===== config.mk =====
export PLATFORM = sky130hd
export DESIGN_NAME = ram_port_arbiter
export DESIGN_NICKNAME = d
export VERILOG_FILES = /design/src/rtl/ram_port_arbiter_pkg.sv /design/src/rtl/ram_port_arbiter_rr_arbiter.sv /design/src/rtl/ram_port_arbiter.sv
export SDC_FILE = /design/constraint.sdc
export NUM_CORES = 1
export LEC_CHECK = 0
export ABC_AREA = 1
export BUFFER_PORTS_ARGS = -buffer_cell sky130_fd_sc_hd__buf_2
export CAP_MARGIN = 40
export CORE_ASPECT_RATIO = 0.7
export CORE_MARGIN = 5
export CORE_UTILIZATION = 33
export CTS_BUF_LIST = sky130_fd_sc_hd__clkbuf_4
export DETAILED_ROUTE_END_ITERATION = 12
export GPL_ROUTABILITY_DRIVEN = 0
export PLACE_DENSITY_LB_ADDON = 0.12
export SLEW_MARGIN = 40
export SYNTH_ARGS = -nofsm -noshare
export SYNTH_HDL_FRONTEND = slang
export SYNTH_SLANG_ARGS = --single-unit
export TNS_END_PERCENT = 20

===== constraint.sdc =====
create_clock -name clk -period 2.1 [get_ports clk]
set_clock_uncertainty 0.2 [all_clocks]
set_input_delay 0.105 -clock clk [delete_from_list [all_inputs] [get_ports clk]]
set_output_delay 0.105 -clock clk [all_outputs]
set_load 0.02 [all_outputs]

===== src/rtl/ram_port_arbiter_pkg.sv =====
// Shared helpers for ram_port_arbiter: client-index width and legal client-count check.
package ram_port_arbiter_pkg;

    function automatic int unsigned id_width(input int unsigned n);
        return (n <= 1) ? 1 : $clog2(n);
    endfunction

    function automatic bit n_is_valid(input int unsigned n);
        return (n == 2) || (n == 4) || (n == 8);
    endfunction

endpackage


===== src/rtl/ram_port_arbiter_rr_arbiter.sv =====
// Round-robin arbiter: grants the first request at or after the pointer,
// and advances the pointer past the winner.
module rr_arbiter
    import ram_port_arbiter_pkg::*;
#(
    parameter int unsigned N = 4,
    localparam int unsigned ID_WIDTH = id_width(N)
) (
    input  logic                clk,
    input  logic                reset,
    input  logic [N-1:0]        req,
    output logic [N-1:0]        gnt,
    output logic [ID_WIDTH-1:0] gnt_id,
    output logic                gnt_valid
);

    logic [ID_WIDTH-1:0] ptr;
    logic [ID_WIDTH-1:0] idx;

    // Scan from the farthest offset down so the nearest request to ptr wins last.
    always_comb begin
        gnt_id    = '0;
        gnt_valid = 1'b0;
        idx       = '0;
        for (int unsigned k = N; k > 0; k--) begin
            idx = ptr + ID_WIDTH'(k - 1);
            if (req[idx]) begin
                gnt_id    = idx;
                gnt_valid = 1'b1;
            end
        end
        if (reset) begin
            gnt_valid = 1'b0;
        end
        gnt = gnt_valid ? (N'(1) << gnt_id) : '0;
    end

    always_ff @(posedge clk) begin
        if (reset) begin
            ptr <= '0;
        end else if (gnt_valid) begin
            ptr <= gnt_id + ID_WIDTH'(1);
        end
    end

endmodule


===== src/rtl/ram_port_arbiter.sv =====
// Shares one simple dual-port RAM among N clients with independent
// round-robin arbitration of the write and read ports.
module ram_port_arbiter
    import ram_port_arbiter_pkg::*;
#(
    parameter int unsigned DATA_WIDTH = 8,
    parameter int unsigned ADDR_WIDTH = 10,
    parameter int unsigned N          = 4,
    localparam int unsigned ID_WIDTH  = id_width(N)
) (
    input  logic                    clk,
    input  logic                    reset,
    input  logic [N-1:0]            wr_req,
    input  logic [N*ADDR_WIDTH-1:0] wr_addr,
    input  logic [N*DATA_WIDTH-1:0] wr_data,
    output logic [N-1:0]            wr_ack,
    input  logic [N-1:0]            rd_req,
    input  logic [N*ADDR_WIDTH-1:0] rd_addr,
    output logic [N-1:0]            rd_ack,
    output logic                    rd_valid,
    output logic [ID_WIDTH-1:0]     rd_id,
    output logic [DATA_WIDTH-1:0]   rd_data,
    output logic                    ram_we,
    output logic [ADDR_WIDTH-1:0]   ram_w_addr,
    output logic [DATA_WIDTH-1:0]   ram_d,
    output logic [ADDR_WIDTH-1:0]   ram_r_addr,
    input  logic [DATA_WIDTH-1:0]   ram_q
);

    if (!n_is_valid(N)) begin : g_bad_n
        $error("ram_port_arbiter: N must be 2, 4 or 8");
    end

    logic [ID_WIDTH-1:0] wr_gnt_id;
    logic [ID_WIDTH-1:0] rd_gnt_id;
    logic                wr_gnt_valid;
    logic                rd_gnt_valid;

    rr_arbiter #(.N(N)) u_wr_arb (
        .clk       (clk),
        .reset     (reset),
        .req       (wr_req),
        .gnt       (wr_ack),
        .gnt_id    (wr_gnt_id),
        .gnt_valid (wr_gnt_valid)
    );

    rr_arbiter #(.N(N)) u_rd_arb (
        .clk       (clk),
        .reset     (reset),
        .req       (rd_req),
        .gnt       (rd_ack),
        .gnt_id    (rd_gnt_id),
        .gnt_valid (rd_gnt_valid)
    );

    // With no grant the muxes still select a real client slice, so nothing floats to X.
    always_comb begin
        ram_w_addr = wr_addr[ADDR_WIDTH-1:0];
        ram_d      = wr_data[DATA_WIDTH-1:0];
        ram_r_addr = rd_addr[ADDR_WIDTH-1:0];
        for (int unsigned i = 0; i < N; i++) begin
            if (wr_gnt_id == ID_WIDTH'(i)) begin
                ram_w_addr = wr_addr[i*ADDR_WIDTH +: ADDR_WIDTH];
                ram_d      = wr_data[i*DATA_WIDTH +: DATA_WIDTH];
            end
            if (rd_gnt_id == ID_WIDTH'(i)) begin
                ram_r_addr = rd_addr[i*ADDR_WIDTH +: ADDR_WIDTH];
            end
        end
    end

    assign ram_we  = wr_gnt_valid;
    assign rd_data = ram_q;

    always_ff @(posedge clk) begin
        if (reset) begin
            rd_valid <= 1'b0;
            rd_id    <= '0;
        end else begin
            rd_valid <= rd_gnt_valid;
            if (rd_gnt_valid) begin
                rd_id <= rd_gnt_id;
            end
        end
    end

endmodule


After elaboration in Yosys (flattened, before gate mapping)
Index checks and enable logic that the tools add are counted.
{ "totals": {"latchBits": 0, "word_cells": 73, "output_inout_bits": 48, "ramBits": 0, "romBits": 0, "mem_count": 0, "regBits": 7, "in_bits": 130} }
{ "classes": {"order_cmp": 8, "addsub": 8, "bitwise_logic": 0, "n_mul": 0, "eq_ne": 6, "n_mux": 45, "n_div": 0, "shifts": 2, "reduce_logical": 0} }
{ "op_table": {"columns": ["op", "count"], "rows": [
  ["$mux 10", 6],
  ["$lt 2x3->1 const B", 8],
  ["$mux 8", 3],
  ["$mux 1", 18],
  ["$bmux 1 s2", 8],
  ["$mux 2", 8],
  ["$add 2x1->2 const B", 4],
  ["$add 2x2->2 const B", 4],
  ["$eq 2x2->1 const B", 4],
  ["$mux 4", 2],
  ["$shl 1x2->4 const A", 2],
  ["$eq 2x1->1 const B", 2]
]} }

Longest topological paths before layout
Gate-level depths: netlist of the first run.
{ "logic_depth": {"depth_word": 11, "ltp_mapped": 18, "mapped_depth_nobuf": 15} }

By module
Synthesis of the first run repeated with hierarchy kept, for this count alone.
{ "hier_totals": {"hier_cells": 424, "area_unflattened_um2": 2047.0} }
{ "by_module_without_submodules": {"columns": ["mod", "cells_per_inst", "n_inst", "seq_area_each_um2", "area_per_inst_um2"], "rows": [
  ["ram_port_arbiter", 288, 1, 60.1, 1298.7],
  ["rr_arbiter", 68, 2, 40.0, 374.1]
]} }

Worst setup path before layout of the first run
Ideal clock, no wire load.
{ "synth_timing": {"path_type": "register -> output", "start": "register u_wr_arb.ptr[0]", "end": "output port ram_w_addr[0]", "n_path_buf": 3, "setup_slack_ns": -0.554, "t_arrival_ns": 2.349, "path_stages_with_launch": 19, "required_time_ns": 1.795, "cell_sequence": "dfxtp_1 > buf_6 > nor2_2 > a21oi_2 > nand2_1 > nand2_1 > nand3_1 > nand2_1 > nand2_1 > nand2_1 > inv_1 > ha_1 > buf_4 > clkinv_1 > buf_4 > nand2_1 > nand3_1 > o21ai_0 > o21ai_0"} }
{ "synth_via": {"elab_chain_cells": 11, "elab_cells_between_ends": 21} }
{ "synth_lines": {"columns": ["element", "line_no", "source"], "rows": [
  ["start: declaration", "ram_port_arbiter_rr_arbiter.sv:17", "logic [ID_WIDTH-1:0] ptr;"],
  ["start signal: assignment", "ram_port_arbiter_rr_arbiter.sv:42", "ptr <= gnt_id + ID_WIDTH'(1);"],
  ["$add 2x2->2", "ram_port_arbiter_rr_arbiter.sv:26", "idx = ptr + ID_WIDTH'(k - 1);"],
  ["$bmux 1 s2", "ram_port_arbiter_rr_arbiter.sv:27", "if (req[idx]) begin"],
  ["$mux 1 (implied by the code)", "ram_port_arbiter_rr_arbiter.sv:27", null],
  ["$mux 2 (3 in series)", "ram_port_arbiter_rr_arbiter.sv:27", null],
  ["$mux 2 (*)", "ram_port_arbiter_rr_arbiter.sv:27", null],
  ["$eq 2x1->1", "ram_port_arbiter.sv:63", "if (wr_gnt_id == ID_WIDTH'(i)) begin"],
  ["$mux 10 (2 in series)", "ram_port_arbiter.sv:63", null],
  ["$mux 10 (*)", "ram_port_arbiter.sv:63", null],
  ["end: declaration", "ram_port_arbiter.sv:24", "output logic [ADDR_WIDTH-1:0] ram_w_addr,"]
]} }
Every way passes the cells marked *; elsewhere a longest branch is shown, timed or not. The select of a mux whose other input is x is not followed.

Worst setup path in the final report of the first run
Ends and elaborated chain as after synthesis.

==> results_dict.tcl, run 1 <==
set metrics [dict create \
    clk_pin_slew_ps 60 \
    rsz0062_at_grt "yes" \
    whs_path_depth 0 \
    clock_path_buffers 2 \
    remaining_drc_errors 0 \
    max_cap_violations 0 \
    antenna_cells 0 \
    wl_met1_um 3400 \
    globalRouteOverflowTotal 0 \
    worstMarginPinSlew_ps 258 \
    num_rows 22 \
    synth_cell_types 28 \
    dieArea_sq_um 6810 \
    crit_fanout 8 \
    slowest_stage "dfxtp_4" \
    tritoncts "done" \
    die_h_um 70.6 \
    arrival_ps 2340 \
    grt_pass1_wl_um 12600 \
    violations "setup timing" \
    totalNegativeSetupSlack_ps -15410 \
    synthArstFlopShare 0 \
    synth_edf_count 0 \
    pin_count 178 \
    finalHoldViolCount 0 \
    finalSetupViolations 37 \
    endpoint_kind "primary output" \
    top_layer "met4" \
    yosys_warnings 0 \
    pre_cts_ws_ps -392 \
    syn_inst 334 \
    r2r_slack_ps -150 \
    area_growth_pct 123 \
    htreeDepth 1 \
    drive_above_1_share 0.692 \
    hold_path_end "rd_data[0]" \
    hpwlAfterDp_um 5570 \
    slew_headroom 0.828 \
    start_util 0.336 \
    vias 2863 \
    cts_root_buf "clkbuf_4" \
    synth_top_area_frac 0.274 \
    slew_viol_final 0 \
    antenna_found_initial 0 \
    yosysSeqAreaShare 0.0810 \
    yosysMostFrequentCell "nand2_1" \
    first_iter_violations 110 \
    numPortBuffers 161 \
    grt_start_max_net_pins 20 \
    clock.fmax_mhz 378 \
    rr_endpoint "u_rd_arb.ptr[1]" \
    syn_area_per_cell_sq_um 5.18 \
    synthTopCellsByCount "126 x nand2_1, 57 x o21ai_0, 40 x nand3_1, 21 x inv_1, 13 x nor2_1" \
    crit_path_start_kind "flip-flop" \
    min_from "ram_q[0]" \
    cts.sinks 7 \
    fin_ws_ps -543 \
    routed_wl_um 8250 \
    synth_top_cell_by_area "nand2_1" \
    min_period_over_period 1.26 \
    ys_ff_latch 7 \
    worstSkewPairLatency_ps 260 \
    path_class "reg -> out" \
    ys.flop_type "dfxtp_1" \
    wl_met2_um 4160 \
    synthesis.area_sq_um 1730 \
    cpPeakStageDelay_ps 370 \
    synth_nets 472 \
    nets 661 \
    die_x_um 96.5 \
    met3_length_um 543 \
    worst_hold_path_type "in -> out" \
    dr.pass1.iters 5 \
    reg2reg_depth 16 \
    first_global_vias 2759 \
    coreArea_sq_um 5150 \
    numCtsBuffers 3 \
    required_ps 1790 \
    path_cells "buf_6 -> a21oi_4 -> nand2_2 -> nand2_2 -> nand3_2 -> nand2_1 -> nand2_1 -> nand2_2 -> buf_6 -> ha_4 -> buf_8 -> nand2_1 -> nand3_1 -> o21ai_2 -> o21ai_2 -> buf_6" \
    wl_per_cell_um 13.9 \
    vias_per_cell 4.82 \
    drtAntennaViolNets 0 \
    layout_min_cycle_time_ps 2640 \
    ys_top_cells_by_area "nand2_1 27%, o21ai_0 16%, nand3_1 12%, dfxtp_1 8.1%, ha_1 5.8%" \
    reg2reg_from "u_rd_arb.ptr[0]" \
    outcome "complete, but fails checks" \
    grt_usage 0.226 \
]
## flip-flops by register name (all words and copies together) (netlist names)
signal / flops
rd_id: 2
rd_valid: 1
u_rd_arb.ptr: 2
u_wr_arb.ptr: 2
## metrics by stage
| step | util | hold WS (ps) | area, sq um | instances |
|---|---|---|---|---|
| CTS | 0.704 | 10.1 | 3620 | 593 |
| floorplan | - | -32.6 | 1870 | 334 |
| global route | 0.748 | 10.0 | 3850 | 594 |
| finish | 0.748 | 10.0 | 3850 | 594 |
| detailed placement | 0.557 | 10.1 | 2870 | 571 |
| global placement | 0.557 | 10.1 | 2870 | 571 |
## metal layers
metal	vias to the layer above	GRT usage
li1	1452	-
met1	1277	0.289
met2	118	0.383
met3	16	0.0553
met4	0	0.0513
met5	-	0
## cells by family after synthesis
logic type,Yosys count,share of synthesized area
simple gates,195,0.494
compound gates,69,0.208
buf+inv,54,0.150
fa+ha+maj,8,0.0579
flops,7,0.0810
xor+xnor,1,0.00941
## cells in the final DEF (no fill, tap or decap), types with 4 or more instances in the layout
cell type / n
nor2_1: 9
nand3_2: 19
nor2_2: 5
nor2_4: 4
buf_12: 4
buf_2: 125
o21ai_2: 47
clkbuf_4: 4
ha_4: 6
buf_4: 31
buf_16: 5
buf_6: 42
nand2_4: 6
nand3_1: 22
nand2_2: 34
inv_2: 7
o21ai_1: 9
inv_1: 15
nand2_1: 95
## worst max-delay path by stage
stage                          startpoint            end  slack, ps  cells after the start
final                     u_wr_arb.ptr[0]  ram_w_addr[0]       -540                     16
after global routing      u_wr_arb.ptr[0]  ram_w_addr[0]       -700                     16
after CTS                 u_wr_arb.ptr[0]  ram_w_addr[5]       -500                     16
after detailed placement  u_rd_arb.ptr[0]  ram_r_addr[0]       -390                     14
after global placement    u_rd_arb.ptr[0]  ram_r_addr[0]       -370                     14
after floorplan           u_wr_arb.ptr[0]  ram_w_addr[0]       -140                     17
## final cells by class
cell class              instances  area (sq um)
flip-flops and latches          7           153
repair buffers                210          1610
clock buffers                   4          30.0
fillers                       412          1300
inverters                      28           133
well taps                      72          90.1
multi-input cells             273          1840
## critical path: cells and delay by family (launching register included)
kind                     cells  cell delay, ps
AO/OA/AOI/OAI                3             390
adder cells (fa/ha/maj)      1             200
buffers and inverters        4             540
flip-flops                   1             370
AND/OR/NAND/NOR              8             570
## timing repair
item,4_1_cts,5_1_grt
hold buffers,1,0
resized for setup,157,66
setup buffers,10,1
pin swaps,29,32
endpoints found under the hold margin,2,0
cloned,7,0
endpoints found under the setup margin,37,38
Power of run 1 is left out: the tool's default activity adds up to more than one toggle a clock period on the data nets, which glitch-free logic cannot reach.
==> run 2: changes to the inputs <==
CORE_MARGIN = unset   (was 5)
==> results_dict.tcl, run 2 (same netlist as run 1, synthesis figures left out) <==
set metrics [dict create \
    clk_pin_slew_ps 60 \
    finalHoldViolCount 0 \
    pin_count 178 \
    clock.fmax_mhz 366 \
    numCtsBuffers 3 \
    coreArea_sq_um 4910 \
    first_global_vias 2732 \
    pre_cts_ws_ps -325 \
    remaining_drc_errors 0 \
    path_cells "buf_12 -> xor2_2 -> inv_1 -> nand2_1 -> nand2_1 -> nand3_1 -> nand2_1 -> nand2_1 -> nand2_2 -> inv_2 -> ha_4 -> buf_12 -> nand2_1 -> nand3_2 -> o21ai_2 -> o21ai_2 -> buf_6" \
    endpoint_kind "primary output" \
    die_h_um 62.6 \
    finalSetupViolations 37 \
    numPortBuffers 161 \
    vias_per_cell 4.90 \
    worst_hold_path_type "in -> out" \
    dieArea_sq_um 5540 \
    cts.sinks 7 \
    slew_viol_final 0 \
    reg2reg_depth 15 \
    grt_pass1_wl_um 12000 \
    cpPeakStageDelay_ps 370 \
    start_util 0.352 \
    dp.cells 569 \
    final_common_cell "buf_2" \
    globalRouteOverflowTotal 0 \
    crit_top_cell "nand2_1" \
    worstMarginPinSlew_ps 265 \
    slew_headroom 0.821 \
    crit_path_start_kind "flip-flop" \
    path_class "reg -> out" \
    largest_registers "rd_id x2, u_rd_arb.ptr x2, u_wr_arb.ptr x2" \
    arrival_ps 2430 \
    min_period_over_period 1.30 \
    required_ps 1790 \
    layout_min_cycle_time_ps 2730 \
    htreeDepth 1 \
    num_rows 21 \
    outcome "complete, but fails checks" \
    hpwlAfterDp_um 5380 \
    antenna_cells 0 \
    crit_fanout 8 \
    grt_usage 0.268 \
    vias 2882 \
    drive_above_1_share 0.653 \
    clock_path_buffers 2 \
    die_x_um 88.5 \
    final_cells 588 \
    nets 658 \
    drtAntennaViolNets 0 \
    worstSkewPairLatency_ps 260 \
    fin_ws_ps -634 \
    grt_start_max_net_pins 22 \
    layout_common_cells "126 x buf_2, 105 x nand2_1, 42 x o21ai_2" \
    area_growth_pct 112 \
    wl_per_cell_um 13.5 \
    whs_path_depth 0 \
    max_cap_violations 0 \
    violations "setup timing" \
    dr.pass1.iters 4 \
    rsz0062_at_grt "yes" \
    antenna_found_initial 0 \
    routed_wl_um 7940 \
    tritoncts "done" \
    slowest_stage "dfxtp_4" \
    cts_root_buf "clkbuf_4" \
    first_iter_violations 117 \
]
==> run 2: changes by cell type in the layout (fill, tap and decap cells not counted), moves of 3 or more <==
cell / change
buf_4: +6
nand2_2: -9
nand3_1: +4
buf_12: +3
o21ai_2: -5
buf_16: -3
o21ai_0: +7
buf_6: -9
inv_2: +4
nand3_2: -6
nand2_1: +10
==> run 2: path summary, 6_finish.rpt <==
path                                       from              end  slack, ps
worst max-delay path            u_wr_arb.ptr[0]         ram_d[1]       -630
worst min-delay path                   ram_q[0]       rd_data[0]         10
worst max register to register  u_wr_arb.ptr[0]  u_wr_arb.ptr[1]        -70
worst min register to register         rd_id[1]         rd_id[1]        280
==> run 2: what timing repair did <==
| item | 4_1_cts | 5_1_grt |
|---|---|---|
| hold buffers | 1 | 0 |
| endpoints found under the setup margin | 37 | 38 |
| resized for setup | 123 | 55 |
| gates cloned | 2 | 1 |
| buffers inserted | 9 | 4 |
| hold endpoints to repair | 2 | 0 |
| pin swaps | 25 | 25 |
==> run 2: final cells by class <==
class / instances / area (sq um)
Clock buffer: 4 / 30.0
Tap cell: 69 / 86.3
Multi-Input combinational cell: 273 / 1760
Inverter: 28 / 135
Sequential cell: 7 / 146
Fill cell: 405 / 1240
Timing Repair Buffer: 207 / 1510
==> run 2: through the flow <==
stage          cell area [sq um]  hold WS, ps  setup TNS [ps]  utilization
2_1_floorplan               1870        -32.6           -3710            -
3_3_place_gp                2910         10.2           -5990        0.592
3_5_place_dp                2910         10.2           -7490        0.592
4_1_cts                     3430         10.2          -13400        0.697
5_1_grt                     3670         10.0          -21430        0.747
6_report                    3670         10.0          -16310        0.747
==> run 2: layer usage <==
layer | wire length, um | share of wire | GRT usage
met1 | 3370 | 0.42 | 0.344
met2 | 3920 | 0.49 | 0.462
met3 | 466 | 0.059 | 0.0370
met4 | 186 | 0.023 | 0.0786
met5 | 0 | 0 | 0
==> run 2: critical path, delay by kind of cell (launching register included) <==
family | cells | cell delay [ps]
buffers and inverters | 5 | 590
and+or+nand+nor | 8 | 580
DFF | 1 | 370
adders and majority gates | 1 | 230
AOI/OAI and AO/OA | 2 | 230
xor gates and xnor gates | 1 | 160
Power of run 2 is left out for the same reason.
